### config.mk
export PLATFORM = sky130hd
export DESIGN_NAME = mem_access_ctrl
export DESIGN_NICKNAME = d
export VERILOG_FILES = /design/src/rtl/mem_pkg.sv /design/src/rtl/mem_lane_align.sv /design/src/rtl/mem_access_ctrl.sv
export SDC_FILE = /design/constraint.sdc
export NUM_CORES = 1
export LEC_CHECK = 0
export ABC_AREA = 1
export BUFFER_PORTS_ARGS = -buffer_cell sky130_fd_sc_hd__buf_4
export CORE_ASPECT_RATIO = 0.7
export CORE_MARGIN = 2
export CORE_UTILIZATION = 35
export CTS_BUF_LIST = sky130_fd_sc_hd__clkbuf_8 sky130_fd_sc_hd__clkbuf_16
export CTS_CLUSTER_SIZE = 16
export DETAILED_ROUTE_END_ITERATION = 8
export PLACE_DENSITY = 0.62
export REMOVE_ABC_BUFFERS = 1
export SLEW_MARGIN = 25
export SYNTH_ARGS = -nofsm -noshare
export SYNTH_HDL_FRONTEND = slang
export SYNTH_SLANG_ARGS = --single-unit
### constraint.sdc
create_clock -name clk -period 9.9 [get_ports clk]
set_clock_uncertainty 0.1 [all_clocks]
set_input_delay 0.495 -clock clk [delete_from_list [all_inputs] [get_ports clk]]
set_output_delay 0.495 -clock clk [all_outputs]
set_load 0.03 [all_outputs]
### src/rtl/mem_pkg.sv
// Shared encodings for the data-memory access controller: access widths,
// error causes and controller states.
package mem_pkg;

    localparam logic [1:0] W_BYTE = 2'b00;
    localparam logic [1:0] W_HALF = 2'b01;
    localparam logic [1:0] W_WORD = 2'b10;

    typedef enum logic [1:0] {
        ERR_NONE    = 2'b00,
        ERR_ALIGN   = 2'b01,
        ERR_BUS     = 2'b10,
        ERR_TIMEOUT = 2'b11
    } err_cause_e;

    typedef enum logic [1:0] {
        IDLE   = 2'b00,
        ACCESS = 2'b01,
        DONE   = 2'b10
    } state_e;

    // Width 11 is never legal; halves need an even address, words a 4-byte one.
    function automatic logic is_aligned(input logic [1:0] width, input logic [1:0] addr_lo);
        logic ok;
        case (width)
            W_BYTE:  ok = 1'b1;
            W_HALF:  ok = ~addr_lo[0];
            W_WORD:  ok = (addr_lo == 2'b00);
            default: ok = 1'b0;
        endcase
        return ok;
    endfunction

endpackage

### src/rtl/mem_lane_align.sv
// Byte-lane steering: store strobes and lane replication, plus load
// extraction and sign/zero extension from the addressed lane.
module mem_lane_align
    import mem_pkg::*;
(
    input  logic [1:0]  width_i,
    input  logic [1:0]  addr_lo_i,
    input  logic [31:0] wr_data_i,
    input  logic        rdtype_i,
    input  logic [31:0] rdata_i,
    output logic [3:0]  be_o,
    output logic [31:0] wdata_o,
    output logic [31:0] rd_data_o
);

    logic [31:0] shifted;

    // NOTE: every output gets a default before the case, so no path infers a latch.
    always_comb begin
        be_o      = 4'b0000;
        wdata_o   = wr_data_i;
        rd_data_o = 32'h0;
        shifted   = rdata_i >> {addr_lo_i, 3'b000};
        case (width_i)
            W_BYTE: begin
                be_o      = 4'b0001 << addr_lo_i;
                wdata_o   = {4{wr_data_i[7:0]}};
                rd_data_o = {{24{~rdtype_i & shifted[7]}}, shifted[7:0]};
            end
            W_HALF: begin
                be_o      = 4'b0011 << {addr_lo_i[1], 1'b0};
                wdata_o   = {2{wr_data_i[15:0]}};
                rd_data_o = {{16{~rdtype_i & shifted[15]}}, shifted[15:0]};
            end
            W_WORD: begin
                be_o      = 4'b1111;
                wdata_o   = wr_data_i;
                rd_data_o = shifted;
            end
            default: ;
        endcase
    end

endmodule

### src/rtl/mem_access_ctrl.sv
// MEM-stage data access sequencer: issues one req/ack bus transaction per
// memory op, stalls the pipeline until it completes, and reports errors.
module mem_access_ctrl
    import mem_pkg::*;
#(
    parameter int TIMEOUT_CYCLES = 255,
    parameter int CNT_W          = 8
) (
    input  logic        clk,
    input  logic        rst,
    input  logic        mtype_i,
    input  logic        mem_rw_i,
    input  logic [1:0]  mem_width_i,
    input  logic [31:0] mem_wr_data_i,
    input  logic        mem_rdtype_i,
    input  logic [31:0] mem_addr_i,
    output logic        stall_o,
    output logic [31:0] rd_data_o,
    output logic        rd_valid_o,
    output logic        err_o,
    output logic [1:0]  err_cause_o,
    output logic        bus_req_o,
    output logic        bus_we_o,
    output logic [31:0] bus_addr_o,
    output logic [3:0]  bus_be_o,
    output logic [31:0] bus_wdata_o,
    input  logic        bus_ack_i,
    input  logic [31:0] bus_rdata_i,
    input  logic        bus_err_i
);

    localparam logic [CNT_W-1:0] TIMEOUT_LAST = CNT_W'(TIMEOUT_CYCLES - 1);

    state_e           state_q, state_d;
    logic [CNT_W-1:0] cnt_q, cnt_d;
    logic             bus_req_q, bus_req_d, bus_we_q, bus_we_d;
    logic [31:0]      bus_addr_q, bus_addr_d, bus_wdata_q, bus_wdata_d;
    logic [3:0]       bus_be_q, bus_be_d;
    logic [1:0]       width_q, width_d, addr_lo_q, addr_lo_d;
    logic             rdtype_q, rdtype_d;
    logic             rd_valid_q, rd_valid_d, err_q, err_d;
    err_cause_e       err_cause_q, err_cause_d;
    logic [31:0]      rd_data_q, rd_data_d;

    logic             in_idle;
    logic [3:0]       al_be;
    logic [31:0]      al_wdata, al_rd_data;

    assign in_idle = (state_q == IDLE);

    // One aligner serves both directions: in IDLE it steers the incoming
    // store, in ACCESS it extracts the load using the latched op.
    mem_lane_align u_align (
        .width_i   (in_idle ? mem_width_i : width_q),
        .addr_lo_i (in_idle ? mem_addr_i[1:0] : addr_lo_q),
        .wr_data_i (mem_wr_data_i),
        .rdtype_i  (rdtype_q),
        .rdata_i   (bus_rdata_i),
        .be_o      (al_be),
        .wdata_o   (al_wdata),
        .rd_data_o (al_rd_data)
    );

    always_comb begin
        state_d     = state_q;
        cnt_d       = cnt_q;
        bus_req_d   = bus_req_q;
        bus_we_d    = bus_we_q;
        bus_addr_d  = bus_addr_q;
        bus_be_d    = bus_be_q;
        bus_wdata_d = bus_wdata_q;
        width_d     = width_q;
        addr_lo_d   = addr_lo_q;
        rdtype_d    = rdtype_q;
        rd_data_d   = rd_data_q;
        rd_valid_d  = 1'b0;
        err_d       = 1'b0;
        err_cause_d = ERR_NONE;
        case (state_q)
            IDLE: begin
                if (mtype_i) begin
                    if (is_aligned(mem_width_i, mem_addr_i[1:0])) begin
                        state_d     = ACCESS;
                        cnt_d       = '0;
                        bus_req_d   = 1'b1;
                        bus_we_d    = mem_rw_i;
                        bus_addr_d  = {mem_addr_i[31:2], 2'b00};
                        bus_be_d    = al_be;
                        bus_wdata_d = al_wdata;
                        width_d     = mem_width_i;
                        addr_lo_d   = mem_addr_i[1:0];
                        rdtype_d    = mem_rdtype_i;
                    end else begin
                        state_d     = DONE;
                        err_d       = 1'b1;
                        err_cause_d = ERR_ALIGN;
                    end
                end
            end
            ACCESS: begin
                cnt_d = cnt_q + 1'b1;
                // A completion in the last allowed cycle wins over the timeout.
                if (bus_ack_i || bus_err_i) begin
                    state_d   = DONE;
                    bus_req_d = 1'b0;
                    if (bus_err_i) begin
                        err_d       = 1'b1;
                        err_cause_d = ERR_BUS;
                    end else if (!bus_we_q) begin
                        rd_valid_d = 1'b1;
                        rd_data_d  = al_rd_data;
                    end
                end else if (cnt_q == TIMEOUT_LAST) begin
                    state_d     = DONE;
                    bus_req_d   = 1'b0;
                    err_d       = 1'b1;
                    err_cause_d = ERR_TIMEOUT;
                end
            end
            default: state_d = IDLE;
        endcase
    end

    always_ff @(posedge clk or posedge rst) begin
        if (rst) begin
            state_q     <= IDLE;
            cnt_q       <= '0;
            bus_req_q   <= 1'b0;
            bus_we_q    <= 1'b0;
            bus_addr_q  <= 32'h0;
            bus_be_q    <= 4'h0;
            bus_wdata_q <= 32'h0;
            width_q     <= W_BYTE;
            addr_lo_q   <= 2'b00;
            rdtype_q    <= 1'b0;
            rd_data_q   <= 32'h0;
            rd_valid_q  <= 1'b0;
            err_q       <= 1'b0;
            err_cause_q <= ERR_NONE;
        end else begin
            state_q     <= state_d;
            cnt_q       <= cnt_d;
            bus_req_q   <= bus_req_d;
            bus_we_q    <= bus_we_d;
            bus_addr_q  <= bus_addr_d;
            bus_be_q    <= bus_be_d;
            bus_wdata_q <= bus_wdata_d;
            width_q     <= width_d;
            addr_lo_q   <= addr_lo_d;
            rdtype_q    <= rdtype_d;
            rd_data_q   <= rd_data_d;
            rd_valid_q  <= rd_valid_d;
            err_q       <= err_d;
            err_cause_q <= err_cause_d;
        end
    end

    // Gated by rst so every output reads 0 while reset is held.
    assign stall_o     = ~rst & ((in_idle & mtype_i) | (state_q == ACCESS));
    assign rd_data_o   = rd_data_q;
    assign rd_valid_o  = rd_valid_q;
    assign err_o       = err_q;
    assign err_cause_o = err_cause_q;
    assign bus_req_o   = bus_req_q;
    assign bus_we_o    = bus_we_q;
    assign bus_addr_o  = bus_addr_q;
    assign bus_be_o    = bus_be_q;
    assign bus_wdata_o = bus_wdata_q;

endmodule

Word-level counts from Yosys, hierarchy flattened --
Cells that the tools add are included.
Storage, ports and cells: register bits after elaboration 119, latch bits 0, RAM bits 0, memory bits (read-only) 0, output and inout bits 107, memories kept 0
Cells by class: add/sub/neg operators 1, $mul 0, divide/modulo/power cells 0, $lt $le $gt $ge 0, eq/ne operators 9, shifts and indexed selects 3, multiplexer cells 37, bitwise logic cells 10, reductions and logical operators 11
Operator list (count):
- $pmux W32 S3 | 1
- $pmux W32 S2 | 1
- $shr A32 B5 Y32 | 1
- $mux W2 | 9
- $mux W1 | 17
- $mux W8 | 2
- $pmux W8 S2 | 1
- $pmux W4 S3 | 1
- $add A8 B1 Y8 const B | 1
- $eq A8 B8 Y1 const B | 1
- $logic_not A2 Y1 | 4
- $pmux W2 S2 | 2
- $reduce_and A4 Y1 | 2
- $eq A2 B1 Y1 const B | 3
- $reduce_and A3 Y1 | 2
- $not A1 Y1 | 5
- $and A1 B1 Y1 | 4
- $eq A2 B2 Y1 const B | 2
- $pmux W1 S2 | 2
- $shl A1 B2 Y4 const A | 1
- $shl A2 B2 Y4 const A | 1
- $ne A3 B3 Y1 const B | 1
- $pmux W1 S3 | 1
- $ne A2 B1 Y1 const B | 1
- 5 further kinds | 5

Longest topological paths before layout --
Gate-level depths: netlist of the first run.
depth after elaboration 7, mapped depth 12, gate-level depth less buffers 11

Modules after synthesis --
Synthesis of the first run repeated with hierarchy kept, for this count alone.
Second synthesis, totals: cells, all modules 816, area total of the unflattened synthesis 6094.6 sq um
By module, submodules not included:
- mem_access_ctrl | times used 1, cells an instance 562, area an instance 4822.1 sq um
- mem_lane_align | times used 1, cells an instance 254, area an instance 1272.5 sq um

Worst setup path after synthesis of the first run --
No wires, ideal clock.
path kind input port to output port, start input port mtype_i, end output port stall_o, data arrival time 1263 ps, required time 9305 ps, setup slack 8042 ps, stages on the path 4, path buffers 0, path through inv_1 > a21oi_1 > inv_1 > nor2_1
On the way: word-level cells in the longest chain between the ends 3
Ends and longest elaborated chain:
- start, declared | RTL line mem_access_ctrl.sv:11 | input logic mtype_i,
- $and A1 B1 Y1 | RTL line mem_access_ctrl.sv:159 | assign stall_o = ~rst & ((in_idle & mtype_i) | (state_q == ACCESS));
- $or A1 B1 Y1 | RTL line mem_access_ctrl.sv:159
- $and A1 B1 Y1 | RTL line mem_access_ctrl.sv:159
- end, declared | RTL line mem_access_ctrl.sv:17 | output logic stall_o,
Every way passes these cells.

Final worst setup path of the first run --
start register state_q[0], end register bus_wdata_q[1] (netlist: bus_wdata_o[1])
On the way: word-level cells in the longest chain between the ends 2
Ends and longest elaborated chain:
- start, declared | RTL line mem_access_ctrl.sv:34 | state_e state_q, state_d;
- start signal, assigned | RTL line mem_access_ctrl.sv:141 | state_q <= state_d;
- $logic_not A2 Y1 | RTL line mem_access_ctrl.sv:79 | case (state_q)
- $reduce_and A3 Y1 (no line)
- end signal, assigned | RTL line mem_access_ctrl.sv:147 | bus_wdata_q <= bus_wdata_d;
- end, declared | RTL line mem_access_ctrl.sv:37 | logic [31:0] bus_addr_q, bus_addr_d, bus_wdata_q, bus_wdata_d;
Every way passes these cells. A chain may end at the register's enable or synchronous reset.

==> impl_metrics.tcl, run 1 <==
set metrics [dict create \
    min_period_ns 2.72 \
    critical-path-slowest-cell "buf_4" \
    r2r_end "bus_wdata_o[1]$_DFFE_PP0P_" \
    fin_crit_sh_pct 27.5 \
    synth.largest_area_cell "dfrtp_1" \
    die-area_mm2 0.0183 \
    outcome "completed" \
    syn_area_per_cell_um2 7.83 \
    place_area_mm2 0.00767 \
    portBuffers 209 \
    finalHoldViolCount 0 \
    end_kind "flop" \
    holdCritPathClass "in -> async" \
    p_per_area_mw_per_mm2 377 \
    num_rows 40 \
    cpPeakStageDelay_ns 0.58 \
    worstPathArrival_ns 2.96 \
    final_area_mm2 0.00824 \
    root_buffer "clkbuf_16" \
    rsz0062_at_grt "false" \
    diodes 0 \
    slew_violations 0 \
    crit_type "reg -> reg" \
    clock_latency_ns 0.41 \
    crit_chain "inv_2, nor2_1, inv_1, nand2_2, buf_4, nand2_1, o21ai_1" \
    die_h_um 114 \
    cts_made_buffers 17 \
    crit_fanout 60 \
    routabilityCongestion 0.875 \
    place_hpwl_um 12200 \
    synth_seq_area_share_pct 49.4 \
    cts_resized 0 \
    setup_viol 0 \
    nets 1073 \
    syn_inst 769 \
    crit_required_ns 10.13 \
    cts_tree "yes" \
    drt_pass1_iterations 5 \
    cp-start-kind "flop" \
    start_util_pct 35.4 \
    gr-usage-all-layers_pct 19.3 \
    worst-r2r-cell-count 7 \
    num_vias 5565 \
    synth_top_area_share_pct 49.4 \
    area_growth_pct 36.8 \
    clk_path_buf_depth 2 \
    drc 0 \
    rr_startpoint "state_q[0]$_DFFE_PP0P_" \
    max_freq_ghz 0.367 \
    synth_area_mm2 0.00602 \
    cts_hold_buf 0 \
    wl_um 17200 \
    h-tree-depth 4 \
    die_x_um 161 \
    leakage_uw 0.00453 \
    clk_pin_slew_worst_paths_ns 0.05 \
    synth.yosys.warnings 0 \
    drv_cap 0 \
    grt_pass1_wl_um 27500 \
    grt_pass1_vias 5298 \
    cts.sinks 119 \
    tns_ns 0 \
    post-route-util_pct 48.4 \
    antenna_found_initial 0 \
    worst_pin_slew_ns 0.727 \
    drt_iter0_markers 432 \
    core_area_mm2 0.0170 \
    r2r_slack_ns 7.18 \
    vdd_drop_max_mv 0.190 \
    layout-drive-gt1-share_pct 29.2 \
    antenna_left 0 \
    cts_setup_buffers 0 \
    slew_headroom_pct 51.4 \
    overflow 0 \
    wl_per_cell_um 14.3 \
    top_level_ports 212 \
    drt-vias-per-instance 4.61 \
    ys_types 34 \
    synth_area_leaders "dfrtp_1 49%, nand2_1 20%, o21ai_0 6.4%" \
    ys_ff_latch 119 \
    grt_max_degree 76 \
]
[per-layer routing]
layer / track usage (%) / part of all wire (%) / vias up
met5: 0 / 0 / -
met4: 5.42 / 0.81 / 0
met3: 6.95 / 8.8 / 10
met2: 28.2 / 43 / 203
met1: 27.0 / 47 / 2530
li1: - / - / 2822
[through the flow]
step	std cells	hold WS (ns)	worst slack (ns)	power [uW]
floorplan	735	0.394	6.15	1930
global placement	1178	0.357	7.16	2520
detailed placement	1178	0.360	7.08	2530
CTS	1207	0.0671	7.10	3140
global route	1207	0.0960	6.87	3350
finish	1207	0.0494	7.18	3110
[cells by family (layout without fill, tap and decap cells)]
family	count (synthesis)	in the layout	synth area share (%)
xor gates and xnor gates	6	6	0.873
adders and majority gates	2	2	0.415
DFF	119	119	49.4
and+or+nand+nor	440	440	31.7
other	1	2	0.0623
AOI/OAI and AO/OA	107	107	9.87
buffers and inverters	94	300	7.63
[synthesized netlist by cell type]
| cell type | number |
|---|---|
| dfrtp_1 | 119 |
| o21ai_2 | 2 |
| nand2_1 | 315 |
| o21ai_0 | 77 |
| o21ai_4 | 1 |
| o21a_1 | 1 |
| nand2_4 | 6 |
| nor2_4 | 4 |
| nand2_2 | 14 |
| ha_1 | 2 |
| a21oi_4 | 1 |
| inv_2 | 4 |
| inv_1 | 54 |
| and3_1 | 1 |
| inv_4 | 1 |
| nand4_1 | 4 |
| a21oi_1 | 9 |
| nand3_2 | 10 |
| nand3_4 | 1 |
| o21ai_1 | 3 |
| nor2_1 | 43 |
| buf_2 | 11 |
| nand3_1 | 35 |
| o211ai_1 | 8 |
| buf_6 | 8 |
| nand3b_1 | 1 |
| xor2_1 | 5 |
| nor3_1 | 3 |
| buf_4 | 8 |
| o22ai_1 | 5 |
| clkbuf_1 | 8 |
| conb_1 | 1 |
| nor2_2 | 3 |
| xnor2_1 | 1 |
[report_power, final]
| group | leakage, uW | internal, uW | switching, uW |
|---|---|---|---|
| clock | 0.000294 | 380 | 209 |
| combinational | 0.00273 | 538 | 1130 |
| sequential | 0.00150 | 708 | 138 |
[sequential cells by signal, summed over array words and instances (netlist names)]
name and cells:
width_q 2, rdtype_q 1, err_o 1, bus_req_o 1
addr_lo_q 2, cnt_q 8, rd_data_o 32, bus_we_o 1
err_cause_o 2, bus_addr_o 30, state_q 2, bus_wdata_o 32
rd_valid_o 1, bus_be_o 4
[area by class of cell]
class / count / area, um2
inverter: 59 / 226
fill: 1709 / 8780
sequential: 119 / 2980
multi-input combinational: 557 / 2590
tap: 231 / 289
clock inverter: 9 / 88.8
timing repair buffer: 212 / 1600
clock buffer: 20 / 467
[worst max path at each step]
stage / slack, ns / cells past startpoint / end / startpoint
floorplan: 6.15 / 1 / addr_lo_q[0]$_DFFE_PP0P_ / rst
finish: 7.18 / 7 / bus_wdata_o[1]$_DFFE_PP0P_ / state_q[0]$_DFFE_PP0P_
detailed placement: 7.08 / 9 / bus_wdata_o[26]$_DFFE_PP0P_ / mem_addr_i[0]
global route: 6.87 / 6 / bus_wdata_o[26]$_DFFE_PP0P_ / state_q[0]$_DFFE_PP0P_
CTS: 7.10 / 9 / rd_data_o[25]$_DFFE_PP0P_ / state_q[1]$_DFFE_PP0P_
global placement: 7.16 / 9 / bus_wdata_o[29]$_DFFE_PP0P_ / mem_addr_i[0]
[cells in the final DEF, fill, tap and decap left out]
cell and n:
nand4_1 4, a21oi_4 1, dfrtp_1 119, nor2_1 43
o21ai_2 2, nand2_4 6, clkbuf_8 3, bufinv_16 2
buf_6 1, clkinv_2 2, conb_1 2, inv_4 2
buf_4 211, o22ai_1 5, xor2_1 5, inv_2 4
nand3_2 10, inv_1 58, o21a_1 1, o21ai_4 1
o211ai_1 8, nand3b_1 1, clkbuf_16 17, nor2_4 4
nand3_4 1, nand2_2 15, nand2_1 314, xnor2_1 1
ha_1 2, nor3_1 3, a21oi_1 9, nor2_2 3
o21ai_1 3, o21ai_0 77, nand3_1 35, and3_1 1
[worst max-delay path: cells and delay by family (launching register included)]
kind,cells,cell delay (ns)
AND/OR/NAND/NOR,3,1.04
flip-flops,1,0.41
AO/OA/AOI/OAI,1,0.11
buffers and inverters,3,0.95
No activity file was read; power rests on OpenSTA's default activity.
==> inputs of run 2 (changes only) <==
==> constraint.sdc (replaced) <==
create_clock -name clk -period 2.64 [get_ports clk]
set_clock_uncertainty 0.1 [all_clocks]
set_input_delay 0.132 -clock clk [delete_from_list [all_inputs] [get_ports clk]]
set_output_delay 0.132 -clock clk [all_outputs]
set_load 0.03 [all_outputs]
==> impl_metrics.tcl, run 2 (synthesis results as in run 1) <==
set metrics [dict create \
    antenna_left 0 \
    core_area_mm2 0.0170 \
    drt_pass1_iterations 5 \
    hold_ws_ns 0.0159 \
    finalHoldViolCount 0 \
    worst_pin_slew_ns 0.641 \
    cpPeakStageDelay_ns 0.55 \
    crit_family "simple AND/OR/NAND/NOR gates" \
    gr-usage-all-layers_pct 21.0 \
    final.fill_count 1584 \
    routabilityCongestion 0.809 \
    grtUsageMet3_pct 6.69 \
    drt_iter0_markers 413 \
    wl_um 18700 \
    drv_cap 0 \
    h-tree-depth 4 \
    crit_fanout 13 \
    mostFrequentLayoutCell "nand2_1" \
    max_freq_ghz 0.420 \
    grt_max_degree 61 \
    clk_pin_slew_worst_paths_ns 0.06 \
    grt_pass1_vias 5945 \
    num_vias 5983 \
    cts.sinks 119 \
    crit_chain "nor2_4, buf_4, nand2_2, nand2_2, nor2_4, inv_1, nor2_1, nor2_1, dlygate4sd3_1, o211ai_1, nand2_1" \
    root_buffer "clkbuf_16" \
    cts_tree "yes" \
    register_area_mm2 0.00298 \
    grt_pass1_wl_um 30200 \
    drt-vias-per-instance 4.59 \
    start_util_pct 35.4 \
    clock_latency_ns 0.42 \
    fin_crit_sh_pct 90.3 \
    die_h_um 114 \
    crit_buf_inv 3 \
    place_hpwl_um 12500 \
    crit_type "reg -> reg" \
    slew_violations 0 \
    top_level_ports 212 \
    nets 1168 \
    layout-drive-gt1-share_pct 28.0 \
    overflow 0 \
    crit_required_ns 2.84 \
    met2_usage_pct 33.1 \
    cts_made_buffers 17 \
    area_growth_pct 53.4 \
    p_total_uw 12100 \
    drc 0 \
    multiInputGateArea_mm2 0.00259 \
    min_period_ns 2.38 \
    die_x_um 161 \
    critical-path-slowest-cell "dlygate4sd3_1" \
    num_rows 40 \
    final_cell_mix "315 x nand2_1, 218 x buf_4, 119 x dfrtp_1" \
    die-area_mm2 0.0183 \
    p_per_area_mw_per_mm2 1310 \
    rsz0062_at_grt "false" \
    slew_headroom_pct 57.2 \
    wl_per_cell_um 14.4 \
    cp-start-kind "flop" \
    setup_viol 0 \
    use_met1_pct 27.9 \
    diodes 0 \
    end_kind "flop" \
    top_usage_layer "met2" \
    worstPathArrival_ns 2.58 \
    antenna_found_initial 0 \
    vdd_drop_max_mv 0.735 \
    holdCritPathClass "in -> reg" \
    outcome "completed" \
    leakage_uw 0.00494 \
    portBuffers 209 \
    clk_path_buf_depth 2 \
]
## run 2: changes by cell type in the layout (fill, tap and decap cells not counted)
cell,before,now
buf_12,0,4
buf_4,211,218
buf_6,1,0
clkbuf_8,3,4
clkinv_2,2,5
clkinvlp_4,0,2
dlygate4sd3_1,0,85
inv_1,58,53
nand2_1,314,315
nand2_2,15,14
nor2_2,3,2
nor2_4,4,5
## run 2: worst reg2reg max path, delay by kind of cell, from the launching register on
kind | cells | cell delay, ns
simple gates | 7 | 0.85
buf+inv | 3 | 0.79
flops | 1 | 0.45
compound gates | 1 | 0.08
## run 2: path summary, 6_finish.rpt
kind                                                 start                     endpoint  slack, ns  cells after the start
worst max register to register      state_q[1]$_DFFE_PP0P_     rd_data_o[0]$_DFFE_PP0P_       0.26                     11
min in group asynchronous                              rst  bus_wdata_o[18]$_DFFE_PP0P_       0.28                      3
worst min-delay path                     mem_wr_data_i[28]  bus_wdata_o[28]$_DFFE_PP0P_       0.02                      5
max in group asynchronous                              rst      bus_be_o[1]$_DFFE_PP0P_       1.49                      4
worst max-delay path                state_q[1]$_DFFE_PP0P_     rd_data_o[0]$_DFFE_PP0P_       0.26                     11
worst min register to register  bus_addr_o[19]$_DFFE_PP0P_   bus_addr_o[19]$_DFFE_PP0P_       0.37                      2
## run 2: area by class of cell
cell class	instances	area share [%]
Timing Repair Buffer	307	27.8
Sequential cell	119	32.2
Clock inverter	9	1.08
Inverter	59	2.45
Tap cell	231	3.13
Multi-Input combinational cell	557	28.1
Clock buffer	21	5.20
## run 2: per-stage QoR
step / util, % / TNS, ns / cells / worst slack (ns) / instance area [um2]
after floorplan: - / -89.19 / 735 / -0.749 / 5790
after global placement: 45.7 / 0 / 1184 / 0.440 / 7770
after detailed placement: 45.7 / 0 / 1184 / 0.379 / 7770
after CTS: 54.1 / 0 / 1299 / 0.132 / 9200
after global routing: 54.3 / 0 / 1303 / 0.0514 / 9240
final: 54.3 / 0 / 1303 / 0.257 / 9240
## run 2: repair_timing
action | in CTS | in global routing
setup endpoints to repair | 0 | 1
endpoints found under the hold margin | 132 | 0
resized for setup | 0 | 1
hold buffers | 85 | 0
buffers inserted | 0 | 4
## run 2: layer usage
layer	part of all wire, %	vias to the layer above
li1	-	3003
met1	47	2732
met2	44	227
met3	7.8	21
met4	1.2	0
met5	0	-
## run 2: power breakdown
group          total, uW  internal, uW  switching (uW)
Sequential          3170          2660             514
Combinational       6600          2250            4340
Clock               2300          1470             836
